`src/rtl/spi_req_arbiter_if.sv`:
```
// Request/SPI-master bundle for spi_req_arbiter.
// slave: arbiter side; master: requesters plus SPI master side.
interface spi_req_arbiter_if;
  logic [3:0]  req;
  logic [15:0] wdata0;
  logic [15:0] wdata1;
  logic [15:0] wdata2;
  logic [15:0] wdata3;
  logic [3:0]  grant;
  logic [3:0]  ack;
  logic [3:0]  err;
  logic [1:0]  dev_sel;
  logic        m_start;
  logic [15:0] m_data;
  logic        m_done;
  logic        m_abort;

  modport slave (
    input  req, wdata0, wdata1, wdata2, wdata3, m_done,
    output grant, ack, err, dev_sel, m_start, m_data, m_abort
  );

  modport master (
    output req, wdata0, wdata1, wdata2, wdata3, m_done,
    input  grant, ack, err, dev_sel, m_start, m_data, m_abort
  );
endinterface

```
`src/rtl/spi_req_arbiter.sv`:
```
// Round-robin arbiter sharing one SPI master among 4 requesters.
// Ports: clk, rst (async high), bus (req/wdata in, grant/ack/err/m_* out).
module spi_req_arbiter #(
  parameter int GAP_CYCLES = 2,
  parameter int TIMEOUT    = 255
) (
  input  logic              clk,
  input  logic              rst,
  spi_req_arbiter_if.slave  bus
);

  typedef enum logic [1:0] {
    IDLE,
    START,
    WAIT,
    GAP
  } state_t;

  state_t      state;
  logic [1:0]  last_owner;
  logic [1:0]  win;
  logic [1:0]  idx;
  logic        found;
  logic [15:0] win_data;
  logic [7:0]  tcnt;
  logic [3:0]  gcnt;

  // Search upward from last_owner+1; i==4 wraps to last_owner itself,
  // so a lone requester that just finished can still win.
  always_comb begin
    win   = '0;
    found = 1'b0;
    idx   = '0;
    for (int i = 1; i <= 4; i++) begin
      idx = last_owner + 2'(i);
      if (!found && bus.req[idx]) begin
        win   = idx;
        found = 1'b1;
      end
    end
  end

  always_comb begin
    win_data = bus.wdata0;
    unique case (win)
      2'd0: win_data = bus.wdata0;
      2'd1: win_data = bus.wdata1;
      2'd2: win_data = bus.wdata2;
      2'd3: win_data = bus.wdata3;
    endcase
  end

  always_ff @(posedge clk or posedge rst) begin
    if (rst) begin
      state       <= IDLE;
      last_owner  <= 2'd3;
      tcnt        <= '0;
      gcnt        <= '0;
      bus.grant   <= '0;
      bus.ack     <= '0;
      bus.err     <= '0;
      bus.dev_sel <= '0;
      bus.m_start <= 1'b0;
      bus.m_data  <= '0;
      bus.m_abort <= 1'b0;
    end else begin
      bus.ack     <= '0;
      bus.err     <= '0;
      bus.m_start <= 1'b0;
      bus.m_abort <= 1'b0;
      unique case (state)
        IDLE: begin
          if (found) begin
            bus.grant   <= 4'b0001 << win;
            bus.dev_sel <= win;
            bus.m_data  <= win_data;
            last_owner  <= win;
            state       <= START;
          end else begin
            bus.grant <= '0;
          end
        end
        START: begin
          bus.m_start <= 1'b1;
          tcnt        <= '0;
          state       <= WAIT;
        end
        WAIT: begin
          // m_done is tested first so it beats a same-cycle timeout.
          if (bus.m_done) begin
            bus.ack <= bus.grant;
            gcnt    <= '0;
            state   <= GAP;
          end else if (tcnt == 8'(TIMEOUT - 1)) begin
            bus.err     <= bus.grant;
            bus.m_abort <= 1'b1;
            gcnt        <= '0;
            state       <= GAP;
          end else begin
            tcnt <= tcnt + 8'd1;
          end
        end
        GAP: begin
          if (gcnt == 4'(GAP_CYCLES - 1)) begin
            bus.grant <= '0;
            state     <= IDLE;
          end else begin
            gcnt <= gcnt + 4'd1;
          end
        end
        default: state <= IDLE;
      endcase
    end
  end

endmodule

```
`src/flat_wrapper.sv`:
```
// flat-port wrapper written by rule: the top's interface ports become plain ports
module spi_req_arbiter_flat 
#(
  parameter int GAP_CYCLES = 2,
  parameter int TIMEOUT    = 255
)
  (clk, rst, bus_req, bus_wdata0, bus_wdata1, bus_wdata2, bus_wdata3, bus_m_done, bus_grant, bus_ack, bus_err, bus_dev_sel, bus_m_start, bus_m_data, bus_m_abort);
  spi_req_arbiter_if bus_i ();
  input  logic clk;
  input  logic rst;
  input wire logic [$bits(bus_i.req)-1:0] bus_req;
  input wire logic [$bits(bus_i.wdata0)-1:0] bus_wdata0;
  input wire logic [$bits(bus_i.wdata1)-1:0] bus_wdata1;
  input wire logic [$bits(bus_i.wdata2)-1:0] bus_wdata2;
  input wire logic [$bits(bus_i.wdata3)-1:0] bus_wdata3;
  input wire logic [$bits(bus_i.m_done)-1:0] bus_m_done;
  output wire logic [$bits(bus_i.grant)-1:0] bus_grant;
  output wire logic [$bits(bus_i.ack)-1:0] bus_ack;
  output wire logic [$bits(bus_i.err)-1:0] bus_err;
  output wire logic [$bits(bus_i.dev_sel)-1:0] bus_dev_sel;
  output wire logic [$bits(bus_i.m_start)-1:0] bus_m_start;
  output wire logic [$bits(bus_i.m_data)-1:0] bus_m_data;
  output wire logic [$bits(bus_i.m_abort)-1:0] bus_m_abort;
  assign bus_i.req = bus_req;
  assign bus_i.wdata0 = bus_wdata0;
  assign bus_i.wdata1 = bus_wdata1;
  assign bus_i.wdata2 = bus_wdata2;
  assign bus_i.wdata3 = bus_wdata3;
  assign bus_i.m_done = bus_m_done;
  assign bus_grant = bus_i.grant;
  assign bus_ack = bus_i.ack;
  assign bus_err = bus_i.err;
  assign bus_dev_sel = bus_i.dev_sel;
  assign bus_m_start = bus_i.m_start;
  assign bus_m_data = bus_i.m_data;
  assign bus_m_abort = bus_i.m_abort;
  spi_req_arbiter #(.GAP_CYCLES(GAP_CYCLES), .TIMEOUT(TIMEOUT)) u_core (.clk(clk), .rst(rst), .bus(bus_i));
endmodule
```
`config.mk`:
```
export PLATFORM = sky130hd
export DESIGN_NAME = spi_req_arbiter_flat
export DESIGN_NICKNAME = d
export VERILOG_FILES = /design/src/rtl/spi_req_arbiter_if.sv /design/src/rtl/spi_req_arbiter.sv /design/src/flat_wrapper.sv
export SDC_FILE = /design/constraint.sdc
export NUM_CORES = 1
export LEC_CHECK = 0
export CORE_ASPECT_RATIO = 1.5
export CORE_MARGIN = 3
export CORE_UTILIZATION = 40
export DETAILED_ROUTE_END_ITERATION = 7
export GPL_TIMING_DRIVEN = 1
export PLACE_DENSITY = 0.77
export SLEW_MARGIN = 20
export SYNTH_ARGS = -nofsm -noshare
export SYNTH_HDL_FRONTEND = slang
export SYNTH_SLANG_ARGS = --single-unit
export TNS_END_PERCENT = 100
```
`constraint.sdc`:
```
create_clock -name clk -period 2.06 [get_ports clk]
set_input_delay 0.412 -clock clk [delete_from_list [all_inputs] [get_ports clk]]
set_output_delay 0.412 -clock clk [all_outputs]
set_load 0.01 [all_outputs]
```
Word level (Yosys, flattened, before mapping)

Index checks and enable logic that the tools add are counted.

Flip-flop bits (word level): 48
Input bits: 71
Word-level logic and storage cells: 92

Add/subtract/negate cells: 5
Magnitude comparators: 4
Equality and inequality tests: 14
Shift operators: 1
Mux-type cells: 41
Reductions and logical operators: 16

Operators by type and width:

| cell                  | count |
|---|---|
| $pmux W16 S4          | 1 |
| $mux W4               | 10 |
| $mux W2               | 8 |
| $mux W8               | 2 |
| $pmux W4 S2           | 2 |
| $pmux W8 S2           | 1 |
| $lt A2 B3 Y1 const B  | 4 |
| $mux W1               | 12 |
| $reduce_and A3 Y1     | 3 |
| $add A8 B1 Y8 const B | 1 |
| $bmux W1 S2           | 4 |
| $eq A2 B2 Y1 const B  | 4 |
| $eq A8 B8 Y1 const B  | 1 |
| $pmux W2 S4           | 1 |
| $ne A2 B2 Y1 const B  | 3 |
| $reduce_bool A2 Y1    | 3 |
| $add A2 B2 Y2 const B | 2 |
| $add A4 B1 Y4 const B | 1 |
| $eq A2 B1 Y1 const B  | 2 |
| $eq A4 B1 Y1 const B  | 1 |
| $logic_not A2 Y1      | 2 |
| $ne A2 B1 Y1 const B  | 2 |
| $reduce_and A2 Y1     | 2 |
| $shl A1 B2 Y4 const A | 1 |
| other kinds (4)       | 8 |

Longest topological paths before layout

Depth in word-level cells: 16
Gate-level depth with buffers: 8

Worst setup path after synthesis

Ideal clock, no wire load.

Path type: reg2reg
Start: reg u_core.last_owner[1]
End: reg u_core.bus.m_data[0]
Setup time: 0.126 ns
Data arrival time: 1.993 ns
Path slack: -0.059 ns
Stages on the path, launching flop included: 8
Cells stage by stage: dfstp_2 -> buf_6 -> mux2i_2 -> o2bb2ai_4 -> nor2_2 -> buf_6 -> mux2_4 -> a221o_1

Longest elaborated chain between the ends: 15

RTL lines:

| what                                       | line                     | RTL |
|---|---|---|
| from (decl)                                | spi_req_arbiter.sv:20    | `logic [1:0] last_owner;` |
| from (signal assigned)                     | spi_req_arbiter.sv:77    | `last_owner <= win;` |
| $add A2 B1 Y2                              | spi_req_arbiter.sv:35    | `idx = last_owner + 2'(i);` |
| $bmux W1 S2                                | spi_req_arbiter.sv:36    | `if (!found && bus.req[idx]) begin` |
| $mux W1 (not written as such)              | spi_req_arbiter.sv:36    |  |
| $mux W1                                    | spi_req_arbiter.sv:36    |  |
| $logic_not A1 Y1                           | spi_req_arbiter.sv:36    |  |
| $logic_and A1 B1 Y1                        | spi_req_arbiter.sv:36    |  |
| $mux W1                                    | spi_req_arbiter.sv:36    |  |
| $logic_not A1 Y1                           | spi_req_arbiter.sv:36    |  |
| $logic_and A1 B1 Y1                        | spi_req_arbiter.sv:36    |  |
| $mux W1                                    | spi_req_arbiter.sv:36    |  |
| $logic_not A1 Y1                           | spi_req_arbiter.sv:36    |  |
| $logic_and A1 B1 Y1                        | spi_req_arbiter.sv:36    |  |
| $mux W2                                    | spi_req_arbiter.sv:36    |  |
| $eq A2 B2 Y1, or another cell as far along | spi_req_arbiter.sv:45    | `unique case (win)` |
| $pmux W16 S4                               | spi_req_arbiter.sv:45    |  |
| to (signal assigned)                       | spi_req_arbiter.sv:76    | `bus.m_data <= win_data;` |
| to (decl)                                  | spi_req_arbiter_if.sv:20 | `output grant, ack, err, dev_sel, m_start, m_data, m_abort` |

Several ways; a longest one is shown, not always the timed one. The select of a mux whose other input is x is not followed.
A chain may end at the register's enable or synchronous reset.

Final worst setup path

Start: in bus_req[3]
End: reg u_core.bus.m_data[15]

Longest elaborated chain between the ends: 14

RTL lines:

| what                                       | line                  | RTL |
|---|---|---|
| from (decl)                                | flat_wrapper.sv:11    | `input wire logic [$bits(bus_i.req)-1:0] bus_req;` |
| $bmux W1 S2                                | spi_req_arbiter.sv:36 |  |
| $mux W1 (not written as such)              | spi_req_arbiter.sv:36 |  |
| $mux W1                                    | spi_req_arbiter.sv:36 |  |
| $logic_not A1 Y1                           | spi_req_arbiter.sv:36 |  |
| $logic_and A1 B1 Y1                        | spi_req_arbiter.sv:36 |  |
| $mux W1                                    | spi_req_arbiter.sv:36 |  |
| $logic_not A1 Y1                           | spi_req_arbiter.sv:36 |  |
| $logic_and A1 B1 Y1                        | spi_req_arbiter.sv:36 |  |
| $mux W1                                    | spi_req_arbiter.sv:36 |  |
| $logic_not A1 Y1                           | spi_req_arbiter.sv:36 |  |
| $logic_and A1 B1 Y1                        | spi_req_arbiter.sv:36 |  |
| $mux W2                                    | spi_req_arbiter.sv:36 |  |
| $eq A2 B2 Y1, or another cell as far along | spi_req_arbiter.sv:45 |  |
| $pmux W16 S4                               | spi_req_arbiter.sv:45 |  |

Several ways; a longest one is shown, not always the timed one. The select of a mux whose other input is x is not followed.

==> results_dict.tcl <==
set metrics [dict create \
    cts_made_buffers 5 \
    htree_levels 2 \
    design_area_mm2 0.00412 \
    drv_cap 0 \
    fill_cells 496 \
    combinationalPowerShare_pct 55.8 \
    cp-start-kind "input pin" \
    start_util_pct 42.3 \
    die_h_um 106 \
    routed_via_density 5.48 \
    vias 2503 \
    dr.pass1.iters 6 \
    cts_sinks 48 \
    yosysMostFrequentCell "dfrtp_1" \
    fin_cells 457 \
    grt_pass1_wl_mm 11.8 \
    ioPinCount 103 \
    power_frac_clock_pct 12.1 \
    die_x_um 72.7 \
    finalHoldViolCount 0 \
    drt-initial-drc-count 86 \
    synth_top_cell_by_area "dfrtp_1" \
    portBuffers 102 \
    relSlewSlack_pct 66.7 \
    cts_root_buffer "clkbuf_8" \
    period_minus_slack_ns 2.10 \
    cts_tree "built" \
    setup-tns-final_ns -0.251 \
    fin_ws_ns -0.0405 \
    place_inst 443 \
    syn_inst 258 \
    rows 35 \
    syn_nets 337 \
    yosys-top-cells-area "dfrtp_1, mux2_4, a221o_1" \
    ant_nets 0 \
    fmax_ghz 0.476 \
    drc_errors 0 \
    synth-main-ff-cell "dfrtp_1" \
    synthArstFlopShare_pct 100 \
    first_global_vias 2608 \
    antenna_cells 0 \
    violations "negative setup slack" \
    synthTopCellsByCount "dfrtp_1, o21ai_0, nand3_1" \
    worst-path-max-fanout 7 \
    wl_mm 7.27 \
    p_leak_uw 0.00180 \
    fin_hold_ws_ns 0.392 \
    fin_util_pct 65.3 \
    drive_gt1_share_pct 17.0 \
    grt_usage_pct 19.2 \
    grt_max_degree 33 \
    status "finished, violations left" \
    tightestPinTransition_ns 0.496 \
    synth_area_mm2 0.00267 \
    fin_crit_sh_pct 102 \
    cp.arrival_ns 2.29 \
    antenna_found_initial 0 \
    clockBufferDepth 2 \
    hold_path_class "input pin to async pin" \
    switching_share_pct 37.7 \
    yosys_warnings 0 \
    report.final.setup_viol 7 \
    drv_slew 0 \
    synth_cell_type_count 44 \
    placed_cell_area_mm2 0.00395 \
    path_class "input pin to register" \
    design.core.area_mm2 0.00631 \
    peakVddDrop_v 0.000589 \
    internal_power_uw 2920 \
    dieArea_mm2 0.00770 \
    synth-seq-cells 48 \
    insertion_delay_ns 0.30 \
    grt_overflow_total 0 \
    place_congestion 0.812 \
    critPathCaptureType "register" \
    powerDensity_mw_per_mm2 1140 \
    clkTransAtPathRegs_ns 0.09 \
    synth_seq_area_share_pct 45.1 \
    nets 461 \
    synth_enable_flop_cells 0 \
    switchingPower_uw 1770 \
    crit_required_ns 2.25 \
    seqPwrFrac_pct 32.1 \
    post_drt_wl_per_cell_um 15.9 \
    rsz0062_at_grt "true" \
    syn_area_per_cell_um2 10.3 \
    finClkSkew_ns 0.0102 \
    area_growth_syn_to_layout_pct 54.3 \
    dp_hpwl_mm 5.48 \
    synth_top_cell_area_share_pct 43.2 \
]
-- final timing paths --
kind / slack (ns) / depth (start not counted) / from / end
min in group clk: 0.52 / 1 / u_core.tcnt[6] / u_core.tcnt[6]
max reg2reg: 0 / 7 / u_core.last_owner[1] / u_core.bus.m_data[15]
max in group asynchronous: 1.10 / 3 / rst / u_core.last_owner[0]
max: -0.04 / 8 / bus_req[3] / u_core.bus.m_data[15]
min: 0.39 / 2 / rst / u_core.bus.m_data[11]
min reg2reg: 0.52 / 1 / u_core.tcnt[6] / u_core.tcnt[6]
-- per-layer routing --
| layer | GRT usage [%] | wire length, um | vias to the layer above |
|---|---|---|---|
| li1 | - | - | 1195 |
| met1 | 20.7 | 2650 | 1189 |
| met2 | 35.5 | 3930 | 105 |
| met3 | 5.20 | 550 | 14 |
| met4 | 5.80 | 144 | 0 |
| met5 | 0 | 0 | - |
-- layout make-up --
type	instances	area, um^2	share of cell area [%]
clock buffers	5	68.8	1.67
clock inverters	3	23.8	0.578
inverters	8	30.0	0.730
multi-input cells	189	1390	33.9
flip-flops and latches	48	1200	29.2
well taps	74	92.6	2.25
repair buffers	130	1300	31.7
-- metrics by stage --
step	total power (uW)	setup WS [ns]
global route	5000	-0.0837
detailed placement	4020	-0.449
CTS	4730	-0.0177
floorplan	2930	0.0223
global placement	3940	-0.378
finish	4690	-0.0405
-- sequential cells by signal, indices dropped and copies added, names as in the netlist, 2 cells and up --
register / cells
u_core.bus.m_data: 16
u_core.tcnt: 8
u_core.bus.ack: 4
u_core.bus.err: 4
u_core.bus.grant: 4
u_core.gcnt: 4
u_core.bus.dev_sel: 2
u_core.last_owner: 2
u_core.state: 2
-- critical path: stages --
cell	delay, ns
clkdlybuf4s50_1	0.51
a21boi_1	0.27
o21ba_4	0.21
nor2_4	0.05
buf_6	0.12
buf_12	0.14
mux2_4	0.29
a221o_1	0.29
-- power groups by stage --
stage	Sequential [uW]	Clock [uW]	Combinational, uW
floorplan	1550	0	1380
global placement	1510	0	2430
detailed placement	1510	0	2500
CTS	1510	581	2640
global route	1540	617	2840
finish	1510	569	2620
-- cell usage in the layout, fill, tap and decap left out, types with 3 or more instances in the layout --
cell             netlist  layout
nand4_1                4       4
a221o_1               16      16
buf_4                  0      21
and3_1                 5       5
clkbuf_8               0       5
o31ai_1                3       3
nand2_1               15      15
nor2b_1                3       3
mux2_4                14      15
dfrtp_1               46      46
nand2b_1               4       4
ha_1                   8       8
xor2_1                 4       4
a21oi_1               21      21
inv_1                  8       7
o21ai_0               29      29
and2_1                 4       4
nand3_1               22      22
clkdlybuf4s50_1        0     100
buf_12                 0       5
nor2_1                11      11
-- cells by family (layout without fill, tap and decap cells) --
logic type      Yosys count  count (layout)  synth area share, %
compound gates           83              83                 21.7
simple gates             76              76                 14.4
flops                    48              48                 45.1
buf+inv                  21             146                 4.03
mux                      18              18                 9.62
fa+ha+maj                 8               8                 3.75
xor+xnor                  4               4                 1.31
-- timing repair --
| action | 4_1_cts | 5_1_grt |
|---|---|---|
| gates resized for setup | 7 | 2 |
| gates cloned | 1 | 0 |
| pin swaps | 15 | 1 |
| hold buffers | 0 | 0 |
| setup buffers | 4 | 2 |
| setup endpoints to repair | 17 | 17 |
Power figures use the tool's default switching activity.
